[src/rtl/encode_branch.sv]
// RV32I B-type branch encoder with a 2-entry valid/ready output FIFO and a saturating reject counter.
// Optional: define ENCODE_BRANCH_ALIGN_CHECK_EN to reject requests whose offset has bit 0 set.

package instr_type;

    typedef enum logic [2:0] {
        bk_beq     = 3'd0,
        bk_bne     = 3'd1,
        bk_blt     = 3'd2,
        bk_bge     = 3'd3,
        bk_bltu    = 3'd4,
        bk_bgeu    = 3'd5,
        bk_invalid = 3'd6
    } branch_kind_t;

endpackage

module encode_branch
    import instr_type::*;
(
    input  logic         clk,
    input  logic         rst,
    input  logic         flush,
    input  logic         in_valid,
    output logic         in_ready,
    input  branch_kind_t kind,
    input  logic [4:0]   rs1,
    input  logic [4:0]   rs2,
    input  logic [12:0]  offset,
    output logic         out_valid,
    input  logic         out_ready,
    output logic [31:0]  instr,
    output logic         err,
    output logic [7:0]   err_count
);

    localparam logic [6:0] OPC_BRANCH = 7'b1100011;
    localparam logic [1:0] FIFO_DEPTH = 2'd2;

    function automatic logic [2:0] funct3_of(input branch_kind_t k);
        logic [2:0] f;
        f = 3'b000;
        case (k)
            bk_beq:  f = 3'b000;
            bk_bne:  f = 3'b001;
            bk_blt:  f = 3'b100;
            bk_bge:  f = 3'b101;
            bk_bltu: f = 3'b110;
            bk_bgeu: f = 3'b111;
            default: f = 3'b000;
        endcase
        return f;
    endfunction

    logic [1:0]  count_q, count_d;
    logic        wr_ptr_q, wr_ptr_d;
    logic        rd_ptr_q, rd_ptr_d;
    logic        err_q, err_d;
    logic [7:0]  err_count_q, err_count_d;
    logic [31:0] mem_q [2];

    logic        accept;
    logic        misaligned;
    logic        reject;
    logic        push;
    logic        pop;
    logic [31:0] enc_word;

`ifdef ENCODE_BRANCH_ALIGN_CHECK_EN
    assign misaligned = offset[0];
`else
    // Bit 0 of a branch offset is implicitly zero in the encoding; without the check it is dropped.
    logic offset_lsb_unused;
    assign offset_lsb_unused = offset[0];
    assign misaligned        = 1'b0;
`endif

    // Flags only read registered state, so nothing on the input side depends on out_ready.
    assign in_ready  = (count_q != FIFO_DEPTH);
    assign out_valid = (count_q != 2'd0);
    assign instr     = out_valid ? mem_q[rd_ptr_q] : 32'h0;
    assign err       = err_q;
    assign err_count = err_count_q;

    assign enc_word = {offset[12], offset[10:5], rs2, rs1, funct3_of(kind),
                       offset[4:1], offset[11], OPC_BRANCH};

    // NOTE: every signal assigned in always_comb gets a default first so no latch is inferred.
    always_comb begin
        accept      = in_valid && in_ready;
        reject      = accept && ((kind == bk_invalid) || misaligned);
        push        = accept && !reject && !flush;
        pop         = out_valid && out_ready && !flush;

        count_d     = count_q;
        wr_ptr_d    = wr_ptr_q;
        rd_ptr_d    = rd_ptr_q;
        err_d       = reject;
        err_count_d = err_count_q;

        if (flush) begin
            count_d  = 2'd0;
            wr_ptr_d = 1'b0;
            rd_ptr_d = 1'b0;
        end else begin
            if (push) begin
                wr_ptr_d = ~wr_ptr_q;
            end
            if (pop) begin
                rd_ptr_d = ~rd_ptr_q;
            end
            case ({push, pop})
                2'b10:   count_d = count_q + 2'd1;
                2'b01:   count_d = count_q - 2'd1;
                default: count_d = count_q;
            endcase
        end

        // Rejections are counted even when flush discards the handshake.
        if (reject && (err_count_q != 8'hFF)) begin
            err_count_d = err_count_q + 8'd1;
        end
    end

    // NOTE: sequential state uses non-blocking assignments so all flops update from pre-edge values.
    always_ff @(posedge clk or negedge rst) begin
        if (!rst) begin
            count_q     <= 2'd0;
            wr_ptr_q    <= 1'b0;
            rd_ptr_q    <= 1'b0;
            err_q       <= 1'b0;
            err_count_q <= 8'd0;
        end else begin
            count_q     <= count_d;
            wr_ptr_q    <= wr_ptr_d;
            rd_ptr_q    <= rd_ptr_d;
            err_q       <= err_d;
            err_count_q <= err_count_d;
        end
    end

    // NOTE: storage has no reset; instr is masked to zero while the FIFO is empty instead.
    always_ff @(posedge clk) begin
        if (push) begin
            mem_q[wr_ptr_q] <= enc_word;
        end
    end

endmodule

[config.mk]
export PLATFORM = sky130hd
export DESIGN_NAME = encode_branch
export DESIGN_NICKNAME = d
export VERILOG_FILES = /design/src/rtl/encode_branch.sv
export SDC_FILE = /design/constraint.sdc
export NUM_CORES = 1
export LEC_CHECK = 0
export CAP_MARGIN = 25
export CELL_PAD_IN_SITES_DETAIL_PLACEMENT = 1
export CELL_PAD_IN_SITES_GLOBAL_PLACEMENT = 1
export CORE_MARGIN = 1.5
export CORE_UTILIZATION = 34
export CTS_BUF_LIST = sky130_fd_sc_hd__clkbuf_16
export DETAILED_ROUTE_END_ITERATION = 10
export PLACE_DENSITY_LB_ADDON = 0.1
export SYNTH_ARGS = -nofsm -noshare
export SYNTH_HDL_FRONTEND = slang
export SYNTH_SLANG_ARGS = --single-unit
[constraint.sdc]
create_clock -name clk -period 3 [get_ports clk]
set_input_delay 0.3 -clock clk [delete_from_list [all_inputs] [get_ports clk]]
set_output_delay 0.3 -clock clk [all_outputs]
set_load 0.03 [all_outputs]
==> results of run 1 <==
## worst max-delay path, cell delays in order (launching register included)
cell	delay (ns)
dfrtp_1	0.46
nor2_2	0.55
buf_4	0.28
nor2_1	0.06
clkdlybuf4s50_1	0.60
## cell type report
type | instances | area, um^2
multi-input combinational | 104 | 764
sequential | 63 | 1830
clock buffer | 9 | 225
inverter | 5 | 18.8
timing repair buffer | 76 | 743
clock inverter | 7 | 96.3
fill | 755 | 3840
tap | 102 | 128
## cells by family after synthesis
| kind of cell | count (synthesis) |
|---|---|
| DFF | 63 |
| and+or+nand+nor | 53 |
| xor gates and xnor gates | 8 |
| muxes | 26 |
| AOI/OAI and AO/OA | 13 |
| other | 1 |
| buffers and inverters | 17 |
| adders and majority gates | 1 |
## flip-flops by register name, summed over array words and instances (netlist names)
name	cells
err	1
wr_ptr_q	1
count_q	2
err_count	8
mem_q	50
rd_ptr_q	1
## how the worst max path moves through the flow
stage                          start     endpoint  slack (ns)  cells after the start
after CTS                 count_q[0]    instr[25]        0.34                      4
after global placement    count_q[1]    instr[25]        0.72                      4
after detailed placement  count_q[0]    instr[25]        0.69                      4
final                     count_q[0]    instr[25]        0.43                      4
after floorplan           count_q[0]  mem_q[0][0]        0.02                      3
after global routing      count_q[0]    instr[25]        0.26                      4
## metrics by stage
stage	util [%]	instances	worst slack, ns	hold slack (ns)	area (um^2)
2_1_floorplan	-	184	0.0152	0.00441	2670
3_3_place_gp	45.5	350	0.720	0.482	3480
3_5_place_dp	45.5	350	0.692	0.498	3480
5_1_grt	49.7	366	0.260	0.402	3800
6_report	49.7	366	0.432	0.363	3800
4_1_cts	49.7	366	0.342	0.383	3800
## routing by layer
layer / part of all wire, % / track usage, % / up-vias
met1: 42 / 16.3 / 824
met4: 1.5 / 6.25 / 0
met3: 3.3 / 2.85 / 9
met2: 53 / 23.4 / 38
li1: - / - / 814
met5: 0 / 0 / -
## power breakdown
| part | internal (mW) | switching, mW |
|---|---|---|
| Combinational | 0.203 | 0.256 |
| Sequential | 1.01 | 0.0494 |
| Clock | 0.727 | 0.361 |
| Total | 1.94 | 0.667 |
## cells in the final DEF (no fill, tap or decap), drive strengths merged, types with 3 or more instances in the layout
cell type,instances
clkdlybuf4s50,69
edfxtp,50
nor2,30
mux2i,25
dfrtp,13
clkbuf,9
buf,7
xor2,6
inv,6
nand3,6
a21oi,4
conb,3
nor3,3
==> results.rst, run 1 <==
.. list-table::
   :header-rows: 1

   * - Metric
     - Value
   * - DRC marker count from the first detailed-route iteration
     - 21
   * - Multiplexer share of the synthesized area
     - 9.84%
   * - Highest clock frequency the design can meet
     - 0.389 GHz
   * - Required time of the critical path
     - 2.70 ns
   * - Max cap viols
     - 0
   * - Post-synth design cell area
     - 0.00266 mm^2
   * - Routed Wire Length
     - 5.37 mm
   * - Average via count per standard cell
     - 4.60
   * - Lkg Pwr
     - 1.37 nW
   * - Die Width
     - 91.4 um
   * - Minimum setup slack among reg-to-reg paths
     - 1.25 ns
   * - Count of endpoints failing hold in the final timing report
     - 0
   * - Library cells used by synthesis
     - 36
   * - Clock period minus final worst setup slack
     - 2.57 ns
   * - Type of the worst setup path
     - reg -> out
   * - Outcome
     - finished, final reports clean
   * - CTS max path bufs
     - 2
   * - Number of buffers inserted during clock tree synthesis
     - 9
   * - Setup repair after global routing missed its margin
     - false
   * - Clock tree from TritonCTS
     - built
   * - Area enclosed by the die boundary
     - 0.00836 mm^2
   * - Share of the synthesized netlist area taken by xor and xnor gates
     - 2.64%
   * - Port buffer count
     - 69
   * - Vias in the first global route
     - 1756
   * - Area of the core
     - 0.00765 mm^2
   * - Post-synthesis average cell area
     - 14.6 um^2
   * - Total setup violations reported at the end of the flow
     - 0
   * - Quantity of gates resized following cts
     - 0
   * - Kind of start point of the critical path
     - flop
   * - Warnings from Yosys
     - 0
   * - Remaining Overflow, GRT
     - 0
   * - CTS H-Tree Depth
     - 3
   * - Number of antenna repair diodes
     - 0
   * - Maximum vdd ir drop
     - 0.000321 V
   * - Die span in y
     - 91.4 um
   * - Number of enable-type register cells in the synthesized netlist
     - 50
   * - Number of routed nets with antenna violations
     - 0
   * - Critical-path maximum fanout
     - 13
   * - Leading area contributor after synthesis
     - edfxtp_1
   * - Hpwl dp
     - 3.76 mm
   * - Clock transition at the registers of the reported paths
     - 0.05 ns
   * - Actual transition at the worst max-transition pin
     - 0.633 ns
   * - CTS Root Cell
     - clkbuf_16
   * - Type of the worst min-delay path
     - in -> async
   * - Combinational family with the most area after synthesis
     - simple AND/OR/NAND/NOR gates
   * - Post-CTS setup buffer count
     - 0
   * - Area fraction in and, or, nand and nor cells after synthesis
     - 11.2%
   * - Layout area overhead
     - 43.0%
   * - Share of final-layout standard cells stronger than drive strength 1
     - 12.9%
   * - Top post-synthesis cells by count
     - edfxtp_1, nor2_1, mux2i_1, dfrtp_1, buf_4
   * - Arrival time reported for the critical path endpoint
     - 2.27 ns
   * - Effective utilization at floorplan
     - 34.8%
   * - Reg-to-reg startpoint
     - count_q[0]
   * - Slew Viols, Final
     - 0
   * - Latest clock arrival within the worst-skew pair
     - 0.31 ns
   * - Global-route wire length before repair
     - 8.63 mm
   * - Share of Yosys cell area claimed by the top area cell type
     - 56.5%
   * - Total I/O pin count
     - 74
   * - Detailed-routing iteration count for the pre-antenna-repair pass
     - 4
   * - Final clock period utilization by the worst path
     - 85.6%
   * - Register bit count reported by yosys
     - 63
   * - Tightest slew margin relative to the limit
     - 57.8%
   * - Number of cell rows
     - 32
   * - Most frequently used cell type in the post-synthesis netlist
     - edfxtp_1
   * - Layout Nets
     - 291
   * - Terminus of the critical flop-to-flop path
     - mem_q[1][21]
   * - Power consumption
     - 2.60 mW
   * - Largest net degree at the start of global routing
     - 22
   * - Number of antenna violations at the first check in global routing
     - 0
   * - Number of buffers inserted by hold repair at cts
     - 0
   * - Worst clock skew on the final layout
     - 0.00271 ns
   * - Overall Global Routing Usage
     - 13.6%
   * - Power density cells
     - 684 mW/mm^2
   * - Detailed-route DRC error count
     - 0
   * - Number of standard cells after synthesis
     - 182
   * - Top_reg_cell synth
     - edfxtp_1
   * - Post-synthesis async set-or-reset flop share
     - 20.6%
   * - Nature of the critical path endpoint
     - output pin
   * - Number of cell instances on the worst register-to-register path
     - 4
   * - Synth Area in Compound Gates
     - 3.44%
   * - Cell types occupying the most area after synthesis
     - edfxtp_1, dfrtp_1, mux2i_1
   * - Register area share after synthesis
     - 68.7%
   * - Average routed wire per standard cell
     - 14.7 um
   * - Clk sinks
     - 63
   * - Adder-Cell Fraction of Synth Area
     - 0.471%
   * - Final RePlAce weighted congestion
     - 0.650
   * - Sum Neg Setup Slack
     - 0 ns
   * - Detailed-route via count
     - 1685
(Power assumes the default switching activity.)
==> run 2: changes to the inputs <==
Settings changed: CORE_UTILIZATION 34 to 36, CTS_BUF_LIST sky130_fd_sc_hd__clkbuf_16 to sky130_fd_sc_hd__clkbuf_8.
==> results.rst, run 2 (same netlist as run 1, synthesis figures left out) <==
.. list-table::
   :header-rows: 1

   * - Metric
     - Value
   * - Outcome
     - finished, final reports clean
   * - Setup repair after global routing missed its margin
     - false
   * - Area enclosed by the die boundary
     - 0.00791 mm^2
   * - Clock period minus final worst setup slack
     - 2.44 ns
   * - Number of buffers inserted by hold repair at cts
     - 0
   * - Final clock period utilization by the worst path
     - 81.3%
   * - Critical-path maximum fanout
     - 18
   * - CTS H-Tree Depth
     - 3
   * - Vias in the first global route
     - 1719
   * - Clk sinks
     - 63
   * - Type of the worst min-delay path
     - in -> async
   * - Number of antenna violations at the first check in global routing
     - 0
   * - Hpwl dp
     - 3.51 mm
   * - Clock transition at the registers of the reported paths
     - 0.07 ns
   * - Latest clock arrival within the worst-skew pair
     - 0.32 ns
   * - Die Width
     - 88.9 um
   * - Count of endpoints failing hold in the final timing report
     - 0
   * - Quantity of gates resized following cts
     - 0
   * - Effective utilization at floorplan
     - 36.9%
   * - Remaining Overflow, GRT
     - 0
   * - CTS Root Cell
     - clkbuf_8
   * - Die span in y
     - 88.9 um
   * - Actual transition at the worst max-transition pin
     - 0.592 ns
   * - Number of cell rows
     - 31
   * - Instance area after placement
     - 0.00349 mm^2
   * - Average via count per standard cell
     - 4.66
   * - Critical path's slowest cell
     - clkdlybuf4s50_1
   * - Slew Viols, Final
     - 0
   * - Max cap viols
     - 0
   * - Layout Cell Area excl Fill
     - 0.00365 mm^2
   * - Kind of start point of the critical path
     - flop
   * - Largest net degree at the start of global routing
     - 27
   * - Total setup violations reported at the end of the flow
     - 0
   * - Leading cell type in the layout, fill and taps excluded
     - clkdlybuf4s50_1
   * - Final RePlAce weighted congestion
     - 0.791
   * - Number of routed nets with antenna violations
     - 0
   * - Max reg flops
     - 50
   * - Maximum vdd ir drop
     - 0.000345 V
   * - Average routed wire per standard cell
     - 14.2 um
   * - Arrival time reported for the critical path endpoint
     - 2.14 ns
   * - Number of buffers inserted during clock tree synthesis
     - 9
   * - Longest individual stage delay on the worst path
     - 0.69 ns
   * - CTS max path bufs
     - 2
   * - Register name with the most flops
     - mem_q
   * - Power consumption
     - 2.13 mW
   * - Worst clock skew on the final layout
     - 0.00987 ns
   * - Final Util
     - 50.7%
   * - Area of the core
     - 0.00721 mm^2
   * - Detailed-routing iteration count for the pre-antenna-repair pass
     - 4
   * - Tightest slew margin relative to the limit
     - 60.4%
   * - Port buffer count
     - 69
   * - Total I/O pin count
     - 74
   * - Worst-case hold slack
     - 0.353 ns
   * - Detailed-route via count
     - 1684
   * - Share of final-layout standard cells stronger than drive strength 1
     - 11.8%
   * - Commonest cells after routing, fill and taps aside
     - clkdlybuf4s50_1, edfxtp_1, nor2_1
   * - Number of antenna repair diodes
     - 0
   * - Clock tree from TritonCTS
     - built
   * - Required time of the critical path
     - 2.70 ns
   * - Overall Global Routing Usage
     - 14.2%
   * - Lkg Pwr
     - 1.31 nW
   * - Layout area overhead
     - 37.5%
   * - Nature of the critical path endpoint
     - output pin
   * - Power density cells
     - 584 mW/mm^2
   * - Highest clock frequency the design can meet
     - 0.410 GHz
   * - DRC marker count from the first detailed-route iteration
     - 74
   * - Detailed-route DRC error count
     - 0
   * - Type of the worst setup path
     - reg -> out
   * - Cells along the critical path
     - buf_12 -> mux2i_1 -> nor2_1 -> clkdlybuf4s50_1
   * - Routed Wire Length
     - 5.12 mm
   * - Post-CTS setup buffer count
     - 0
   * - Sum Neg Setup Slack
     - 0 ns
   * - Global-route wire length before repair
     - 8.26 mm
   * - Layout Nets
     - 289
run 2: path summary, 6_finish.rpt:
check	slack, ns	from	cells after the start	end
min in group clk	0.50	err_count[7]	1	err_count[7]
max in group asynchronous	2.26	rst	1	wr_ptr_q
max reg2reg	1.13	count_q[0]	4	mem_q[1][4]
min reg2reg	0.50	err_count[7]	1	err_count[7]
max	0.56	rd_ptr_q	4	instr[31]
min	0.35	rst	1	err
run 2: cell type report:
cell class / instances / area, um^2
repair buffers: 74 / 753
inverters: 5 / 18.8
flip-flops and latches: 63 / 1830
multi-input cells: 104 / 764
well taps: 99 / 124
clock inverters: 6 / 30.0
clock buffers: 10 / 138
fillers: 759 / 3560
run 2: power breakdown:
part	switching (mW)	internal, mW	total [mW]
Clock	0.310	0.312	0.622
Sequential	0.0523	1.00	1.06
Combinational	0.251	0.204	0.455
run 2: per-layer routing:
| metal | vias up | global-route usage [%] | wire length (um) |
|---|---|---|---|
| li1 | 805 | - | - |
| met1 | 827 | 18.4 | 2350 |
| met2 | 45 | 22.7 | 2470 |
| met3 | 7 | 3.32 | 228 |
| met4 | 0 | 6.29 | 70 |
| met5 | - | 0 | 0 |
run 2: worst max-delay path, delay by kind of cell, from the launching register on:
family,cells,cell delay (ns)
buffers and inverters,2,0.94
muxes,1,0.09
and+or+nand+nor,1,0.11
DFF,1,0.67
run 2: metrics by stage:
step | cells | worst slack (ns)
detailed placement | 345 | 0.769
CTS | 361 | 0.492
global route | 361 | 0.413
floorplan | 184 | 0.0152
finish | 361 | 0.562
global placement | 345 | 0.790
